`src/rtl/of_pkg.sv`:
```
// Shared types and constants for the operand fetch (ID/EX) stage.
package of_pkg;

    localparam int unsigned XLEN_DEFAULT = 32;
    localparam int unsigned NREG_DEFAULT = 32;
    localparam int unsigned REG_AW       = 5;

    localparam logic [REG_AW-1:0] REG_ZERO = 5'd0;

    typedef enum logic [1:0] {
        FWD_RF,
        FWD_WB,
        FWD_MEM,
        FWD_EX
    } fwd_sel_e;

    typedef struct packed {
        logic              reg_write;
        logic              is_load;
        logic [REG_AW-1:0] rd;
    } of_ctrl_t;

endpackage

```
`src/rtl/of_fwd_mux.sv`:
```
// Bypass selector for one source operand: EX, then MEM, then WB, else register file.
module of_fwd_mux
    import of_pkg::*;
#(
    parameter int unsigned XLEN = XLEN_DEFAULT,
    parameter int unsigned AW   = REG_AW
) (
    input  logic [AW-1:0]   rs,
    input  logic [XLEN-1:0] rf_data,
    input  logic            ex_we,
    input  logic            ex_is_load,
    input  logic [AW-1:0]   ex_rd,
    input  logic [XLEN-1:0] ex_data,
    input  logic            mem_we,
    input  logic [AW-1:0]   mem_rd,
    input  logic [XLEN-1:0] mem_data,
    input  logic            wb_we,
    input  logic [AW-1:0]   wb_rd,
    input  logic [XLEN-1:0] wb_data,
    output logic [XLEN-1:0] value_c
);

    fwd_sel_e sel;

    // A load in EX has no data yet; the load-use stall covers that case.
    always_comb begin
        sel = FWD_RF;
        if (ex_we && !ex_is_load && (ex_rd == rs)) begin
            sel = FWD_EX;
        end else if (mem_we && (mem_rd == rs)) begin
            sel = FWD_MEM;
        end else if (wb_we && (wb_rd == rs)) begin
            sel = FWD_WB;
        end
    end

    always_comb begin
        value_c = rf_data;
        case (sel)
            FWD_EX:  value_c = ex_data;
            FWD_MEM: value_c = mem_data;
            FWD_WB:  value_c = wb_data;
            default: value_c = rf_data;
        endcase
        if (rs == AW'(REG_ZERO)) begin
            value_c = '0;
        end
    end

endmodule

```
`src/rtl/operand_fetch_stage.sv`:
```
// RV32I decode-to-execute stage: operand bypassing, load-use stall, ID/EX register.
// Optional macro OF_PERF_CNT_EN adds load-use stall and flush event counters.
module operand_fetch_stage
    import of_pkg::*;
#(
    parameter  int unsigned XLEN = XLEN_DEFAULT,
    parameter  int unsigned NREG = NREG_DEFAULT,
    localparam int unsigned AW   = $clog2(NREG)
) (
    input  logic            clk,
    input  logic            rst,
    input  logic            flush,
    input  logic            id_valid,
    output logic            id_ready,
    input  logic [XLEN-1:0] id_pc,
    input  logic [AW-1:0]   id_rs1,
    input  logic [AW-1:0]   id_rs2,
    input  logic [AW-1:0]   id_rd,
    input  logic            id_use_rs1,
    input  logic            id_use_rs2,
    input  logic [XLEN-1:0] id_imm,
    input  logic            id_use_imm,
    input  logic            id_reg_write,
    input  logic            id_is_load,
    output logic [AW-1:0]   rf_rs1,
    output logic [AW-1:0]   rf_rs2,
    input  logic [XLEN-1:0] rf_rd1,
    input  logic [XLEN-1:0] rf_rd2,
    input  logic            ex_fwd_we,
    input  logic            ex_fwd_is_load,
    input  logic [AW-1:0]   ex_fwd_rd,
    input  logic [XLEN-1:0] ex_fwd_data,
    input  logic            mem_fwd_we,
    input  logic [AW-1:0]   mem_fwd_rd,
    input  logic [XLEN-1:0] mem_fwd_data,
    input  logic            wb_we,
    input  logic [AW-1:0]   wb_rd,
    input  logic [XLEN-1:0] wb_data,
    output logic            ex_valid,
    input  logic            ex_ready,
    output logic [XLEN-1:0] ex_pc,
    output logic [XLEN-1:0] ex_op_a,
    output logic [XLEN-1:0] ex_op_b,
    output logic [XLEN-1:0] ex_rs2_data,
    output logic [XLEN-1:0] ex_imm,
    output logic [AW-1:0]   ex_rd,
    output logic            ex_reg_write,
    output logic            ex_is_load
`ifdef OF_PERF_CNT_EN
    ,
    output logic [31:0]     perf_lu_stalls,
    output logic [31:0]     perf_flushes
`endif
);

    logic [XLEN-1:0] rs1_val_c;
    logic [XLEN-1:0] rs2_val_c;
    logic            lu_stall_c;
    logic            accept_c;
    of_ctrl_t        ctrl_q;

    assign rf_rs1 = id_rs1;
    assign rf_rs2 = id_rs2;

    of_fwd_mux #(.XLEN(XLEN), .AW(AW)) u_fwd_rs1 (
        .rs         (id_rs1),
        .rf_data    (rf_rd1),
        .ex_we      (ex_fwd_we),
        .ex_is_load (ex_fwd_is_load),
        .ex_rd      (ex_fwd_rd),
        .ex_data    (ex_fwd_data),
        .mem_we     (mem_fwd_we),
        .mem_rd     (mem_fwd_rd),
        .mem_data   (mem_fwd_data),
        .wb_we      (wb_we),
        .wb_rd      (wb_rd),
        .wb_data    (wb_data),
        .value_c    (rs1_val_c)
    );

    of_fwd_mux #(.XLEN(XLEN), .AW(AW)) u_fwd_rs2 (
        .rs         (id_rs2),
        .rf_data    (rf_rd2),
        .ex_we      (ex_fwd_we),
        .ex_is_load (ex_fwd_is_load),
        .ex_rd      (ex_fwd_rd),
        .ex_data    (ex_fwd_data),
        .mem_we     (mem_fwd_we),
        .mem_rd     (mem_fwd_rd),
        .mem_data   (mem_fwd_data),
        .wb_we      (wb_we),
        .wb_rd      (wb_rd),
        .wb_data    (wb_data),
        .value_c    (rs2_val_c)
    );

    // Load result is not available until MEM, so a dependent instruction waits one cycle.
    assign lu_stall_c = id_valid && ex_fwd_we && ex_fwd_is_load &&
                        (ex_fwd_rd != AW'(REG_ZERO)) &&
                        ((id_use_rs1 && (ex_fwd_rd == id_rs1)) ||
                         (id_use_rs2 && (ex_fwd_rd == id_rs2)));

    assign id_ready = !lu_stall_c && (!ex_valid || ex_ready);
    assign accept_c = id_valid && id_ready;

    assign ex_rd        = ctrl_q.rd;
    assign ex_reg_write = ctrl_q.reg_write;
    assign ex_is_load   = ctrl_q.is_load;

    // ID/EX register; a held entry keeps its captured operands.
    always_ff @(posedge clk) begin
        if (rst) begin
            ex_valid    <= 1'b0;
            ex_pc       <= '0;
            ex_op_a     <= '0;
            ex_op_b     <= '0;
            ex_rs2_data <= '0;
            ex_imm      <= '0;
            ctrl_q      <= '0;
        end else if (flush) begin
            ex_valid <= 1'b0;
        end else if (accept_c) begin
            ex_valid         <= 1'b1;
            ex_pc            <= id_pc;
            ex_op_a          <= rs1_val_c;
            ex_op_b          <= id_use_imm ? id_imm : rs2_val_c;
            ex_rs2_data      <= rs2_val_c;
            ex_imm           <= id_imm;
            ctrl_q.reg_write <= id_reg_write;
            ctrl_q.is_load   <= id_is_load;
            ctrl_q.rd        <= REG_AW'(id_rd);
        end else if (ex_ready) begin
            ex_valid <= 1'b0;
        end
    end

`ifdef OF_PERF_CNT_EN
    always_ff @(posedge clk) begin
        if (rst) begin
            perf_lu_stalls <= '0;
            perf_flushes   <= '0;
        end else begin
            if (lu_stall_c) begin
                perf_lu_stalls <= perf_lu_stalls + 32'd1;
            end
            if (flush) begin
                perf_flushes <= perf_flushes + 32'd1;
            end
        end
    end
`endif

endmodule

```
`config.mk`:
```
export PLATFORM = sky130hd
export DESIGN_NAME = operand_fetch_stage
export DESIGN_NICKNAME = d
export VERILOG_FILES = /design/src/rtl/of_pkg.sv /design/src/rtl/of_fwd_mux.sv /design/src/rtl/operand_fetch_stage.sv
export SDC_FILE = /design/constraint.sdc
export NUM_CORES = 1
export LEC_CHECK = 0
export ABC_AREA = 1
export BUFFER_PORTS_ARGS = -buffer_cell sky130_fd_sc_hd__buf_2
export CAP_MARGIN = 20
export CORE_AREA = 2 2 174 176
export DETAILED_ROUTE_END_ITERATION = 6
export DIE_AREA = 0 0 176 178
export GPL_ROUTABILITY_DRIVEN = 0
export GPL_TIMING_DRIVEN = 0
export MAX_ROUTING_LAYER = met4
export PLACE_DENSITY = 0.67
export SLEW_MARGIN = 20
export SYNTH_ARGS = -nofsm -noshare
export SYNTH_HDL_FRONTEND = slang
export SYNTH_HIERARCHICAL = 1
export SYNTH_SLANG_ARGS = --single-unit
```
`constraint.sdc`:
```
create_clock -name clk -period 1.55 [get_ports clk]
set_input_delay 0.155 -clock clk [delete_from_list [all_inputs] [get_ports clk]]
set_output_delay 0.155 -clock clk [all_outputs]
set_load 0.1 [all_outputs]
```
==> results.toml, run 1 <==
[logic_synthesis]
syn_avg_cell_area_sq_um = 5.79
synth-edff-count = 0
syn_nets = 2155
ys_ff_latch = 168
ys_types = 26
syn_inst = 1887
yosysTopAreaCell = "dfxtp_1"
netlist_area_sq_um = 10900
yosysWarnings = 6
yosysSeqAreaShare = 0.308
synth-async-reset-ratio = 0
synthFlopType = "dfxtp_1"
netlist.area_leader.share = 0.308
synth.most_common_cell = "nor2_1"
synth_commonest_cells = "nor2_1 (606), nand2_1 (440), inv_1 (271), dfxtp_1 (168), nand3_1 (72)"
netlist_top_cells_area = "dfxtp_1 (31%), nor2_1 (21%), nand2_1 (15%)"

[sta]
finalCritPeriodShare = 1.01
final.min_clock_period_ps = 1560
clock_skew_ps = 16.6
hold_viol_final = 0
fmax_mhz = 640
finalSetupViolCount = 2
slew_headroom = 0.483
rsz0062_at_grt = "yes"
hold_ws_ps = 14.3
finalWorstSetupSlack_ps = -11.5
tightestPinTransition_ps = 775
slew_violations = 0

[clock_tree]
cts_tree = "yes"
clock-root-buffer = "clkbuf_16"
htree_levels = 4
clkTransAtPathRegs_ps = 80
insertion_delay_ps = 440
clkSinkCount = 168
cts_buffer_depth = 2
numCtsBuffers = 17

[global_routing]
globalRouteTotalUtil = 0.292
grt_max_degree = 19
grt_pass1_vias = 12800
grt_pass1_wl_um = 68600
antenna_found_initial = 7
overflow = 0

[cells_and_area]
drive_above_1_share = 0.334
final_cells = 2869
regArea_sq_um = 3370
syn_to_final_growth_pct = 52.0
fin_area_sq_um = 16600
multi_input_area_sq_um = 6250
fillerInstances = 2888
nets = 2724

[route]
drt_iter0_drc = 865
drt-wirelength-per-cell_um = 16.6
first_pass_iters = 6
routed_via_density = 4.73
final_antenna_net_count = 0
vias = 13600
drc = 0
wl_um = 47600

[flow_run]
drv_cap = 0

[worst_setup_path]
r2r_cells = 11
startpoint_type = "primary input"
crit_chain = "buf_6 -> nor2_4 -> nand2_2 -> nor2_4 -> nand3_4 -> buf_12 -> nand2_8 -> clkbuf_16 -> nor2_1 -> nor2_1 -> nor2_1 -> mux2_2 -> nor2_2 -> nor2_1"
r2r_slack_ps = 50
worst_setup_path_end_kind = "flop"
r2r_start = "ex_valid"
required_ps = 1880
path_max_fanout = 8
r2r_end = "ex_rs2_data[13]"
cpMostUsedCell = "nor2_1"
arrival_ps = 1890
crit_family = "simple AND/OR/NAND/NOR gates"
crit_type = "primary input to flop"
slowest_stage = "mux2_2"
cp_num_buf_inv = 3
max_stage_delay_ps = 270

[place]
io_buffers = 445
dp_hpwl_um = 35200
dpl_cell_area_sq_um = 13700
dp.cells = 2722

[worst_hold_path]
hold_class = "primary input to flop"
hold_depth = 3
whs_endpoint = "ex_imm[14]"
holdCritStartpoint = "id_imm[14]"

[die]
die_y_um = 178
core_area_sq_um = 29400
die_area_sq_um = 31300
start_util = 0.372
rows = 63
die_x_um = 176
io_pins = 447

[pwr]
leakage_nw = 9.29
internal_power_mw = 8.84
ir_worst_vdd_mv = 0.779
pwr-share-comb = 0.371
power.switching_mw = 6.59
seq_power_share = 0.310
power.clock.fraction = 0.319
p_per_area_nw_per_um2 = 929
swShare = 0.427

[status]
violations = "negative setup slack"
run_status = "complete, but fails checks"
==> power groups by stage <==
| stage | clock network, mW | registers, mW | logic [mW] |
|---|---|---|---|
| after detailed placement | 0 | 4.88 | 5.07 |
| after global placement | 0 | 4.87 | 5.03 |
| after CTS | 4.99 | 4.78 | 5.34 |
| after floorplan | 0 | 7.14 | 1.56 |
| after global routing | 5.18 | 4.82 | 6.06 |
| final | 4.92 | 4.79 | 5.72 |
==> layout make-up <==
cell class	instances	area share
Antenna cell	10	0.00151
Buffer	113	0.0697
Clock buffer	17	0.0256
Clock inverter	15	0.0140
Inverter	286	0.0660
Multi-Input combinational cell	1321	0.376
Sequential cell	168	0.203
Tap cell	390	0.0294
Timing Repair Buffer	549	0.215
==> layout by cell type (no fill, tap or decap), types with 26 or more instances in the layout <==
cell type      Yosys  routed
buf_2             19     437
buf_4             23      32
buf_6             37      37
buf_8              6      29
clkbuf_16          0      28
dfxtp_1          168     167
dlygate4sd3_1      0      69
inv_1            271     264
nand2_1          440     420
nand3_1           72      70
nor2_1           606     503
nor2_2             8      87
nor2_4             2      26
o21ai_0           62      36
o21ai_1           70      82
==> through the flow <==
| stage | worst slack [ps] | utilization | power [mW] | TNS (ps) |
|---|---|---|---|---|
| floorplan | -13.4 | - | 8.70 | -13.4 |
| global placement | -723 | 0.464 | 9.90 | -76930 |
| detailed placement | -784 | 0.464 | 9.95 | -76330 |
| CTS | -44.7 | 0.526 | 15.1 | -1030 |
| global route | -39.6 | 0.565 | 16.1 | -1190 |
| finish | -11.5 | 0.565 | 15.4 | -14.5 |
==> repair_timing <==
item                       in CTS  in global routing
setup buffers                   7                 12
hold endpoints to repair       68                  0
setup endpoints to repair     162                166
hold buffers                   69                  0
cloned                          3                 14
pin swaps                      26                104
gates resized for setup       117                241
==> flip-flops by register name, indices dropped and copies added (netlist names) <==
register,cells
ex_imm,32
ex_op_a,32
ex_is_load,1
ex_pc,32
ex_rd,5
ex_valid,1
ex_reg_write,1
ex_op_b,32
ex_rs2_data,32
==> worst reg2reg max path: stages (launching register included) <==
cell	delay, ps
dfxtp_4	360
inv_4	30
nor2_4	110
inv_2	40
nand4_1	90
buf_6	140
buf_12	140
clkbuf_16	180
clkbuf_16	150
nand2_1	50
nand2_1	70
nor2_1	50
==> per-layer routing <==
layer  routed length, um  vias to the layer above  part of all wire  GRT usage
li1                    -                     6733                 -          -
met1               19200                     6124              0.40      0.336
met2               23000                      614              0.48      0.507
met3                3610                      105             0.076     0.0561
met4                1710                        0             0.036      0.108
met5                   0                        -                 0          -
==> cell families (layout without fill, tap and decap cells) <==
| kind of cell | Yosys count | after routing | synth area share |
|---|---|---|---|
| and+or+nand+nor | 1152 | 1153 | 0.418 |
| AOI/OAI and AO/OA | 136 | 136 | 0.0630 |
| muxes | 32 | 32 | 0.0330 |
| DFF | 168 | 168 | 0.308 |
| buffers and inverters | 399 | 980 | 0.179 |
| other | 0 | 10 | 0 |
==> worst max-delay path by stage <==
stage,endpoint,depth (start not counted),startpoint
6_report,ex_op_b[6],14,ex_fwd_is_load
5_1_grt,ex_rs2_data[13],11,ex_valid
4_1_cts,ex_op_b[2],14,id_rs2[1]
3_5_place_dp,ex_op_b[20],12,id_rs2[3]
3_3_place_gp,ex_op_b[20],12,id_rs2[1]
2_1_floorplan,id_ready,7,ex_fwd_rd[3]
Power figures use the tool's default switching activity.
==> run 2: changes to the inputs <==
CTS_CLUSTER_SIZE = 8   (was default)
RECOVER_POWER = 100   (was default)
==> run 2 against run 1 <==
Compared with the run above:
- the flow still finishes with violations (negative setup slack)
- global-route usage did not move
- critical path depth unchanged
- total power about the same
- clock power is essentially flat
- flip-flop and latch count is the same
- worst setup slack improved by 4.5 ps
- sequential share of layout area is essentially flat
- cell count about the same
- critical endpoint is now ex_op_b[7]
- highest routed layer unchanged
==> results.toml, run 2 (synthesis results as in run 1) <==
[clock_tree]
clkSinkCount = 168
cts_buffer_depth = 2
clock-root-buffer = "clkbuf_16"
numCtsBuffers = 17
clkTransAtPathRegs_ps = 80
insertion_delay_ps = 440
htree_levels = 4
cts_tree = "yes"

[worst_hold_path]
whs_endpoint = "ex_imm[17]"
hold_depth = 3
holdCritStartpoint = "id_imm[17]"
hold_class = "primary input to flop"

[sta]
finalWorstSetupSlack_ps = -6.99
slew_headroom = 0.489
clock_skew_ps = 14.8
finalSetupViolCount = 1
setup_tns_ps = -6.99
rsz0062_at_grt = "yes"
final.min_clock_period_ps = 1560
tightestPinTransition_ps = 766
hold_viol_final = 0
finalCritPeriodShare = 1.00
fmax_mhz = 642
slew_violations = 0

[die]
start_util = 0.372
rows = 63
core_area_sq_um = 29400
die_area_sq_um = 31300
io_pins = 447
die_y_um = 178
die_x_um = 176

[worst_setup_path]
r2r_cells = 11
arrival_ps = 1890
r2r_start = "ex_valid"
r2r_slack_ps = 50
crit_type = "primary input to flop"
startpoint_type = "primary input"
required_ps = 1890
startpoint = "ex_fwd_rd[2]"
r2r_end = "ex_rs2_data[13]"
path_max_fanout = 8
worst_setup_path_end_kind = "flop"

[route]
drt-wirelength-per-cell_um = 16.6
vias = 13600
drc = 0
drt_iter0_drc = 852
final_antenna_net_count = 0
wl_um = 47600
first_pass_iters = 5
routed_via_density = 4.74

[cells_and_area]
final_cells = 2870
final_common_cell = "nor2_1"
drive_above_1_share = 0.334
syn_to_final_growth_pct = 52.0
fillerInstances = 2887
nets = 2724
mostFrequentLayoutCells = "nor2_1 (503), nand2_1 (420), buf_2 (265), inv_1 (264), clkbuf_2 (177)"

[pwr]
ir_worst_vdd_mv = 0.779
p_per_area_nw_per_um2 = 929
leakage_nw = 9.20
total_power_mw = 15.4

[place]
dp_hpwl_um = 35200
io_buffers = 445
dp.cells = 2722

[global_routing]
overflow = 0
grt_max_degree = 19
globalRouteTotalUtil = 0.292
antenna_found_initial = 7
grt_pass1_vias = 12800
grt_pass1_wl_um = 68600

[status]
violations = "negative setup slack"
run_status = "complete, but fails checks"

[flow_run]
drv_cap = 0
==> run 2: metal layers <==
| metal | wire length (um) | track usage | vias to the layer above |
|---|---|---|---|
| li1 | - | - | 6737 |
| met1 | 19200 | 0.336 | 6168 |
| met2 | 23200 | 0.507 | 604 |
| met3 | 3520 | 0.0561 | 107 |
| met4 | 1700 | 0.108 | 0 |
| met5 | 0 | - | - |
==> run 2: per-stage QoR <==
step	hold slack, ps	utilization	area, sq um	worst slack [ps]
final	11.2	0.565	16600	-6.99
after global routing	5.75	0.565	16600	-39.5
after CTS	0.213	0.526	15500	-44.7
after detailed placement	339	0.464	13700	-784
after global placement	332	0.464	13700	-723
after floorplan	222	-	10900	-13.4
==> run 2: critical path, cell delays in order <==
cell and delay [ps]:
buf_6 120, inv_4 50, nand2_4 50, a21oi_4 160, nand3_4 140, buf_12 180, nand2_8 140, buf_8 150
nor2_1 70, nor2_2 150, nor2_2 70, mux2_2 270, nor2_2 110, nor2_1 50
==> run 2: power by group <==
| group | switching (mW) | internal [mW] |
|---|---|---|
| combinational | 4.17 | 1.55 |
| sequential | 0.169 | 4.63 |
| clock | 2.27 | 2.65 |
==> run 2: what timing repair did <==
| action | CTS | global route |
|---|---|---|
| hold endpoints to repair | 68 | 0 |
| hold buffers | 69 | 0 |
| buffers inserted | 7 | 12 |
| endpoints found under the setup margin | 162 | 166 |
| resized for setup | 117 | 241 |
| cloned | 3 | 14 |
| pin swaps | 26 | 104 |
==> run 2: how the worst max path moves through the flow <==
stage	endpoint
after detailed placement	ex_op_b[20]
final	ex_op_b[7]
after floorplan	id_ready
after global placement	ex_op_b[20]
after CTS	ex_op_b[2]
after global routing	ex_rs2_data[13]
==> run 2: cell type report <==
class                      count  area (sq um)  area share
clock buffer                  17           425      0.0256
buffer                       113          1160      0.0697
clock inverter                15           233      0.0140
timing repair buffer         549          3570       0.215
multi-input combinational   1321          6250       0.376
tap                          390           488      0.0294
antenna                       11          27.5     0.00166
sequential                   168          3370       0.203
inverter                     286          1100      0.0659
==> run 3: changes to the inputs <==
CORE_AREA = 2 2 175 177   (was 2 2 174 176)
DIE_AREA = 0 0 177 179   (was 0 0 176 178)
PLACE_DENSITY = 0.64   (was 0.67)
clock period = 1.6 ns   (was 1.55 ns; I/O delays follow)
==> run 3 against run 2 <==
Compared with the run above:
- the flow still finishes with violations (negative setup slack)
- routed wire length decreased by 1.9%
- worst setup slack better by 1.6 ps
- final area down 3.5%
- flip-flop and latch count is the same
- critical path type unchanged
- worst hold slack better by 8.5 ps
- clock skew decreased by 1.2 ps
- first-iteration DRC count is 14% higher
- die area rose by 1.1%
- via count decreased by 2.1%
- sequential share of layout area grew 0.73 points
- total power fell by 7.3%
==> results.toml, run 3 (synthesis results as in run 1) <==
[worst_setup_path]
cpMostUsedCell = "nor2_1"
r2r_start = "ex_valid"
startpoint_type = "primary input"
max_stage_delay_ps = 280
startpoint = "id_rs2[1]"
worst_setup_path_end_kind = "flop"
cp_num_buf_inv = 4
endpoint = "ex_op_b[23]"
cp_num_cells = 14
arrival_ps = 1930
r2r_end = "ex_op_b[16]"
r2r_cells = 10
crit_chain = "buf_8 -> inv_4 -> nand2_2 -> nand2_2 -> nor2_4 -> nand3_4 -> buf_4 -> nand3_4 -> buf_4 -> o21ai_0 -> nor2_1 -> mux2_2 -> nor2_1 -> nor2_1"
r2r_slack_ps = 40
crit_type = "primary input to flop"
required_ps = 1930
path_max_fanout = 10
crit_family = "simple AND/OR/NAND/NOR gates"
slowest_stage = "mux2_2"

[pwr]
swShare = 0.432
ir_worst_vdd_mv = 0.671
power.switching_mw = 6.18
pwr-share-comb = 0.376
leakage_nw = 8.96
power.clock.fraction = 0.299
internal_power_mw = 8.13
p_per_area_nw_per_um2 = 892
seq_power_share = 0.325

[die]
io_pins = 447
die_x_um = 177
rows = 64
die_y_um = 179
core_area_sq_um = 30000
die_area_sq_um = 31700
start_util = 0.364

[route]
drt-wirelength-per-cell_um = 16.3
routed_via_density = 4.67
wl_um = 46700
vias = 13300
drt_iter0_drc = 970
drc = 0
final_antenna_net_count = 0
first_pass_iters = 6

[global_routing]
antenna_found_initial = 4
grt_max_degree = 17
overflow = 0
globalRouteTotalUtil = 0.285
grt_pass1_vias = 12400
grt_pass1_wl_um = 67400

[sta]
slew_violations = 0
slew_headroom = 0.227
finalSetupViolCount = 1
finalCritPeriodShare = 1.00
hold_ws_ps = 19.7
clock_skew_ps = 13.6
final.min_clock_period_ps = 1610
fmax_mhz = 623
tightestPinTransition_ps = 1160
finalWorstSetupSlack_ps = -5.42
hold_viol_final = 0
rsz0062_at_grt = "yes"
setup_tns_ps = -5.42

[clock_tree]
numCtsBuffers = 17
clkTransAtPathRegs_ps = 70
cts_tree = "yes"
insertion_delay_ps = 440
cts_buffer_depth = 2
clkSinkCount = 168
htree_levels = 4
clock-root-buffer = "clkbuf_16"

[cells_and_area]
nets = 2712
final_common_cell = "nor2_1"
syn_to_final_growth_pct = 46.8
mostFrequentLayoutCells = "nor2_1 (537), nand2_1 (413), buf_2 (323), inv_1 (264), dfxtp_1 (167)"
drive_above_1_share = 0.316

[place]
io_buffers = 445
dp_hpwl_um = 34900

[flow_run]
drv_cap = 0

[worst_hold_path]
hold_class = "primary input to flop"

[status]
violations = "negative setup slack"
run_status = "complete, but fails checks"
[run 3: layer usage]
layer,wire (um),up-vias,share of wire,GRT usage
li1,-,6698,-,-
met1,19400,6002,0.42,0.341
met2,22600,559,0.48,0.488
met3,3350,72,0.072,0.0494
met4,1290,0,0.028,0.0899
met5,0,-,0,-
[run 3: worst reg2reg max path, stage by stage, from the launching register on]
cell and delay [ps]:
dfxtp_4 360, inv_4 30, nor2_4 100, inv_1 50, nand4_1 150, buf_6 220
clkbuf_16 230, clkbuf_16 170, nand2_1 50, nand2_1 50, nor2_1 50
[run 3: repair_timing]
item	4_1_cts	5_1_grt
hold buffers	70	0
endpoints found under the hold margin	69	0
endpoints found under the setup margin	163	161
buffers inserted	11	5
gates cloned	3	5
resized for setup	83	192
pin swaps	28	63
[run 3: how the worst min path moves through the flow]
| stage | start | endpoint | slack [ps] | depth (start not counted) |
|---|---|---|---|---|
| 2_1_floorplan | rst | ex_valid | 230 | 1 |
| 3_3_place_gp | flush | ex_valid | 340 | 2 |
| 4_1_cts | id_imm[17] | ex_imm[17] | 2 | 3 |
| 3_5_place_dp | flush | ex_valid | 340 | 2 |
| 6_report | id_imm[17] | ex_imm[17] | 20 | 3 |
| 5_1_grt | id_imm[26] | ex_imm[26] | 20 | 3 |
[run 3: metrics by stage]
step / std cells / utilization / instance area [sq um] / power [mW] / worst slack (ps)
after floorplan: 1887 / - / 10900 / 8.42 / 26.6
after global placement: 2728 / 0.455 / 13700 / 9.59 / -632
after detailed placement: 2728 / 0.455 / 13700 / 9.63 / -659
after CTS: 2842 / 0.511 / 15300 / 14.2 / 1.05
after global routing: 2855 / 0.534 / 16000 / 14.9 / -44.4
final: 2855 / 0.534 / 16000 / 14.3 / -5.42
[run 3: power groups by stage]
stage | clock, mW | sequential, mW | combinational, mW
floorplan | 0 | 6.91 | 1.51
global placement | 0 | 4.72 | 4.87
detailed placement | 0 | 4.73 | 4.90
CTS | 4.37 | 4.63 | 5.16
global route | 4.50 | 4.68 | 5.72
finish | 4.28 | 4.64 | 5.39
[run 3: layout make-up]
type	instances	area (sq um)
diodes	4	10.0
flip-flops and latches	168	3370
well taps	396	495
plain buffers	112	1050
clock buffers	18	439
inverters	286	1090
repair buffers	539	3370
clock inverters	12	135
fillers	3051	14000
multi-input cells	1320	6090
